$ cat src/rtl/instr_packer.sv
// Immediate packer between the program-load source and the instruction RAM write port.
// Range-checks each immediate against its format, packs it, and writes sequential addresses.
module instr_packer #(
    parameter int unsigned ADDR_W = 5
) (
    input  logic              clk,
    input  logic              reset_n,
    input  logic              start,
    input  logic              in_valid,
    output logic              in_ready,
    input  logic [7:0]        in_fields,
    input  logic [7:0]        in_imm,
    input  logic [1:0]        in_fmt,
    output logic              mem_we,
    output logic [ADDR_W-1:0] mem_addr,
    output logic [7:0]        mem_wdata,
    output logic              full,
    output logic              err,
    output logic [7:0]        err_count,
    output logic [ADDR_W:0]   words_written
);

    localparam int unsigned DATA_W = 8;
    localparam int unsigned CNT_W  = 8;

    localparam logic [1:0] S_IDLE = 2'd0;
    localparam logic [1:0] S_LOAD = 2'd1;
    localparam logic [1:0] S_FULL = 2'd2;

    localparam logic [1:0] FMT_U3  = 2'b00;
    localparam logic [1:0] FMT_U4  = 2'b01;
    localparam logic [1:0] FMT_S5  = 2'b10;
    localparam logic [1:0] FMT_MOV = 2'b11;

    localparam logic [ADDR_W-1:0] LAST_ADDR = '1;
    localparam logic [CNT_W-1:0]  CNT_MAX   = '1;

    logic [1:0]        state;
    logic [1:0]        state_next;
    logic [ADDR_W-1:0] ptr;

    logic              xfer;
    logic              imm_legal;
    logic              write_ok;
    logic              write_bad;
    logic [DATA_W-1:0] packed_word;

    assign in_ready  = (state == S_LOAD) && !start;
    assign xfer      = in_valid && in_ready;
    assign write_ok  = xfer && imm_legal;
    assign write_bad = xfer && !imm_legal;
    assign full      = (state == S_FULL);

    // Immediate range check and field placement per format
    always_comb begin
        imm_legal   = 1'b0;
        packed_word = in_fields;
        case (in_fmt)
            FMT_U3: begin
                imm_legal   = (in_imm[7:3] == 5'd0);
                packed_word = {in_fields[7:5], in_imm[2:0], in_fields[1:0]};
            end
            FMT_U4: begin
                imm_legal   = (in_imm[7:4] == 4'd0);
                packed_word = {in_fields[7:4], in_imm[3:0]};
            end
            FMT_S5: begin
                imm_legal   = (in_imm[7:4] == {4{in_imm[4]}});
                packed_word = {in_fields[7:5], in_imm[4:0]};
            end
            FMT_MOV: begin
                imm_legal   = (in_imm == 8'd0);
                packed_word = in_fields;
            end
            default: begin
                imm_legal   = 1'b0;
                packed_word = in_fields;
            end
        endcase
    end

    always_ff @(posedge clk or negedge reset_n) begin
        if (!reset_n) begin
            state <= S_IDLE;
        end else begin
            state <= state_next;
        end
    end

    // start restarts from any state; LOAD ends on the write of the last address
    always_comb begin
        state_next = state;
        if (start) begin
            state_next = S_LOAD;
        end else begin
            case (state)
                S_IDLE:  state_next = S_IDLE;
                S_LOAD:  if (write_ok && (ptr == LAST_ADDR)) state_next = S_FULL;
                S_FULL:  state_next = S_FULL;
                default: state_next = S_IDLE;
            endcase
        end
    end

    always_ff @(posedge clk or negedge reset_n) begin
        if (!reset_n) begin
            mem_we        <= 1'b0;
            mem_addr      <= '0;
            mem_wdata     <= '0;
            ptr           <= '0;
            words_written <= '0;
        end else begin
            mem_we <= write_ok;
            if (start) begin
                ptr           <= '0;
                words_written <= '0;
            end else if (write_ok) begin
                mem_addr      <= ptr;
                mem_wdata     <= packed_word;
                ptr           <= ptr + ADDR_W'(1);
                words_written <= words_written + (ADDR_W+1)'(1);
            end
        end
    end

    // Rejected-word tracking; count saturates rather than wrapping
    always_ff @(posedge clk or negedge reset_n) begin
        if (!reset_n) begin
            err       <= 1'b0;
            err_count <= '0;
        end else if (start) begin
            err       <= 1'b0;
            err_count <= '0;
        end else if (write_bad) begin
            err <= 1'b1;
            if (err_count != CNT_MAX) begin
                err_count <= err_count + CNT_W'(1);
            end
        end
    end

endmodule

$ cat config.mk
export PLATFORM = sky130hd
export DESIGN_NAME = instr_packer
export DESIGN_NICKNAME = d
export VERILOG_FILES = /design/src/rtl/instr_packer.sv
export SDC_FILE = /design/constraint.sdc
export NUM_CORES = 1
export LEC_CHECK = 0
export CELL_PAD_IN_SITES_DETAIL_PLACEMENT = 1
export CELL_PAD_IN_SITES_GLOBAL_PLACEMENT = 1
export CORE_MARGIN = 4
export CORE_UTILIZATION = 38
export DETAILED_ROUTE_END_ITERATION = 16
export GPL_TIMING_DRIVEN = 0
export PLACE_DENSITY_LB_ADDON = 0.1
export SLEW_MARGIN = 20
export SYNTH_ARGS = -nofsm -noshare
export SYNTH_HDL_FRONTEND = slang
export SYNTH_SLANG_ARGS = --single-unit
export TNS_END_PERCENT = 10
$ cat constraint.sdc
create_clock -name clk -period 3.75 [get_ports clk]
set_input_delay 0.9375 -clock clk [delete_from_list [all_inputs] [get_ports clk]]
set_output_delay 0.9375 -clock clk [all_outputs]
set_load 0.01 [all_outputs]
==> flow_metrics.py <==
metrics = {
    "die": {
        "row_count": 25,
        "core_area_um2": 4820,
        "die-width_um": 79.2,
        "die_area_um2": 6270,
        "dieHeight_um": 79.2,
        "start_util": 0.400,
        "io_pins": 53,
    },
    "worst_setup_path": {
        "r2r_slack_ns": 1.73,
        "worst-r2r-cell-count": 6,
        "crit_path_top_delay_cell": "clkdlybuf4s50_1",
        "slowest_delay_ns": 0.59,
        "r2r-end": "err_count[0]$_DFFE_PN0P_",
        "startpoint_type": "input port",
        "worstPathRequired_ns": 2.81,
        "critical_path.cell_chain": "clkbuf_1, nor2b_1, clkdlybuf4s50_1",
        "cp-end-kind": "primary output",
        "critical_path_class": "input port to primary output",
        "worst-endpoint-arrival_ns": 1.98,
        "r2r_start": "err_count[1]$_DFFE_PN0P_",
        "cp_max_fo": 9,
    },
    "clock_network": {
        "cts_made_buffers": 5,
        "cts_tree": "yes",
        "cts_buffer_depth": 2,
        "insertion_delay_ns": 0.29,
        "cts_setup_buffers": 0,
        "cts_root_buffer": "clkbuf_8",
        "clk_pin_slew_worst_paths_ns": 0.08,
        "htreeDepth": 2,
        "clkSinkCount": 36,
        "cts_resized": 0,
        "cts_hold_buf": 0,
    },
    "finish": {
        "drive_above_1_share": 0.103,
        "final_common_cell": "clkdlybuf4s50_1",
        "nNetsFinal": 290,
        "final_cell_mix": "clkdlybuf4s50_1 (49), nand2_1 (42), dfrtp_1 (36)",
        "num_antenna_cells": 0,
        "area_delta_synth_final_pct": 36.9,
    },
    "power_and_ir_drop": {
        "internal_power_uw": 741,
        "combPwrFrac": 0.218,
        "vdd.ir_drop.worst_mv": 0.190,
        "pwr-share-seq": 0.443,
        "power_density_nw_per_um2": 385,
        "leakagePower_uw": 0.00121,
        "switchingPower_uw": 274,
        "power_frac_clock": 0.339,
        "switching_share": 0.270,
    },
    "yosys": {
        "ys_warn_count": 0,
        "syn_area_per_cell_um2": 9.49,
        "ys_ff_latch": 36,
        "syn_area_um2": 1930,
        "seq_area_frac_synth": 0.468,
        "ys_types": 42,
        "async_flop_share": 1.00,
        "synth_edf_count": 0,
        "synthCells": 203,
        "synth_flop_cell": "dfrtp_1",
        "syn_nets": 232,
    },
    "detailed_routing": {
        "drc": 0,
        "first_pass_iters": 4,
        "dr.first_iter.drc_count": 88,
        "viasPerCell": 5.05,
        "vias": 1663,
        "avgRoutedWirePerCell_um": 14.4,
        "drt-total-wl_mm": 4.75,
        "ant_nets": 0,
    },
    "timing": {
        "period_needed_ns": 2.92,
        "worst_slack_ns": 0.834,
        "max_freq_mhz": 343,
        "slew_viol_final": 0,
        "min_period_over_period": 0.778,
        "rsz0062_at_grt": "no",
        "worstMarginPinSlew_ns": 0.544,
        "clock_skew_ns": 0.00570,
        "finalSetupViolCount": 0,
        "setup_tns_ns": 0,
        "maxSlewHeadroom": 0.637,
        "finalHoldViolations": 0,
    },
    "job": {
        "drv_cap": 0,
    },
    "placement": {
        "numPortBuffers": 50,
        "gp_congestion": 0.796,
        "place_hpwl_mm": 3.63,
        "pre_cts_slack_ns": 0.633,
    },
    "global_route": {
        "grt_pass1_vias": 1765,
        "grt-ovfl-total": 0,
        "grt_max_degree": 27,
        "grt_pass1_wl_mm": 8.41,
        "grtUsageTotal": 0.170,
        "grt_antenna_before_repair": 0,
    },
    "hold_path": {
        "hold_depth": 2,
        "hp-start": "mem_addr[3]$_DFFE_PN0P_",
        "hp-class": "register to register",
        "worst_hold_path.endpoint": "mem_addr[3]$_DFFE_PN0P_",
    },
    "outcome": {
        "status": "completed",
    },
}
## layout make-up
class | count | area [um2]
Buffer | 8 | 48.8
Clock buffer | 5 | 68.8
Clock inverter | 3 | 42.5
Fill cell | 575 | 2180
Inverter | 9 | 33.8
Multi-Input combinational cell | 150 | 943
Sequential cell | 36 | 901
Tap cell | 67 | 83.8
Timing Repair Buffer | 51 | 515
## power by group through the flow
stage                     sequential, uW  combinational, uW  clock, uW
after floorplan                      467               84.2          0
after global placement               456                217          0
after detailed placement             456                224          0
after CTS                            449                226        354
after global routing                 455                247        375
final                                449                221        344
## critical path: cells and delay by family
family / cells / cell delay [ns]
buf+inv: 2 / 0.79
simple gates: 1 / 0.25
## stage by stage
step           area [um2]  utilization  hold WS (ns)  power [uW]  cells
6_report             2640        0.548         0.482        1010    329
5_1_grt              2640        0.548         0.524        1080    329
4_1_cts              2640        0.548         0.496        1030    329
3_5_place_dp         2530        0.524         0.477         681    321
3_3_place_gp         2510        0.521         0.459         673    320
2_1_floorplan        1930            -         0.465         551    203
## layer usage
| metal | vias to the layer above | track usage | wire, um | share of wire |
|---|---|---|---|---|
| met5 | - | 0 | 0 | 0 |
| met1 | 805 | 0.219 | 2200 | 0.46 |
| met2 | 27 | 0.287 | 2340 | 0.49 |
| met4 | 0 | 0.0464 | 55 | 0.012 |
| li1 | 825 | - | - | - |
| met3 | 6 | 0.0374 | 156 | 0.033 |
## cells in the mapped netlist, types with 3 or more instances
library cell | number | share of area
nand3b_1 | 3 | 0.012
dfrtp_1 | 36 | 0.47
a221o_1 | 4 | 0.021
inv_1 | 8 | 0.016
o21ai_0 | 14 | 0.036
nor2_1 | 8 | 0.016
and3_1 | 4 | 0.013
mux2i_1 | 7 | 0.036
nand4_1 | 5 | 0.016
buf_2 | 3 | 0.0078
nand2_1 | 42 | 0.082
a21oi_1 | 6 | 0.016
mux2_2 | 4 | 0.023
nand3_1 | 7 | 0.018
nor3_1 | 5 | 0.013
nand2b_1 | 4 | 0.013
and2_1 | 6 | 0.019
ha_1 | 7 | 0.045
## worst max path at each step
stage / from / to / depth (start not counted)
after floorplan: start / err_count[3]$_DFFE_PN0P_ / 6
after global placement: in_imm[4] / mem_wdata[7]$_DFFE_PN0P_ / 11
after detailed placement: in_imm[4] / ptr[1]$_DFFE_PN0P_ / 11
after CTS: start / in_ready / 3
after global routing: start / in_ready / 3
final: start / in_ready / 3
## cells by family (layout without fill, tap and decap cells)
group           count (synthesis)  count (layout)  share of synthesized area
flops                          36              36                      0.468
mux                            11              11                     0.0597
buf+inv                        17              76                     0.0429
fa+ha+maj                       7               7                     0.0455
xor+xnor                        3               3                     0.0136
compound gates                 34              34                      0.126
simple gates                   95              95                      0.245
## registers in the layout (all words and copies together), names as in the netlist
| register | count |
|---|---|
| ptr | 5 |
| mem_wdata | 8 |
| words_written | 6 |
| state | 2 |
| err | 1 |
| mem_we | 1 |
| err_count | 8 |
| mem_addr | 5 |
Power figures use the tool's default switching activity.
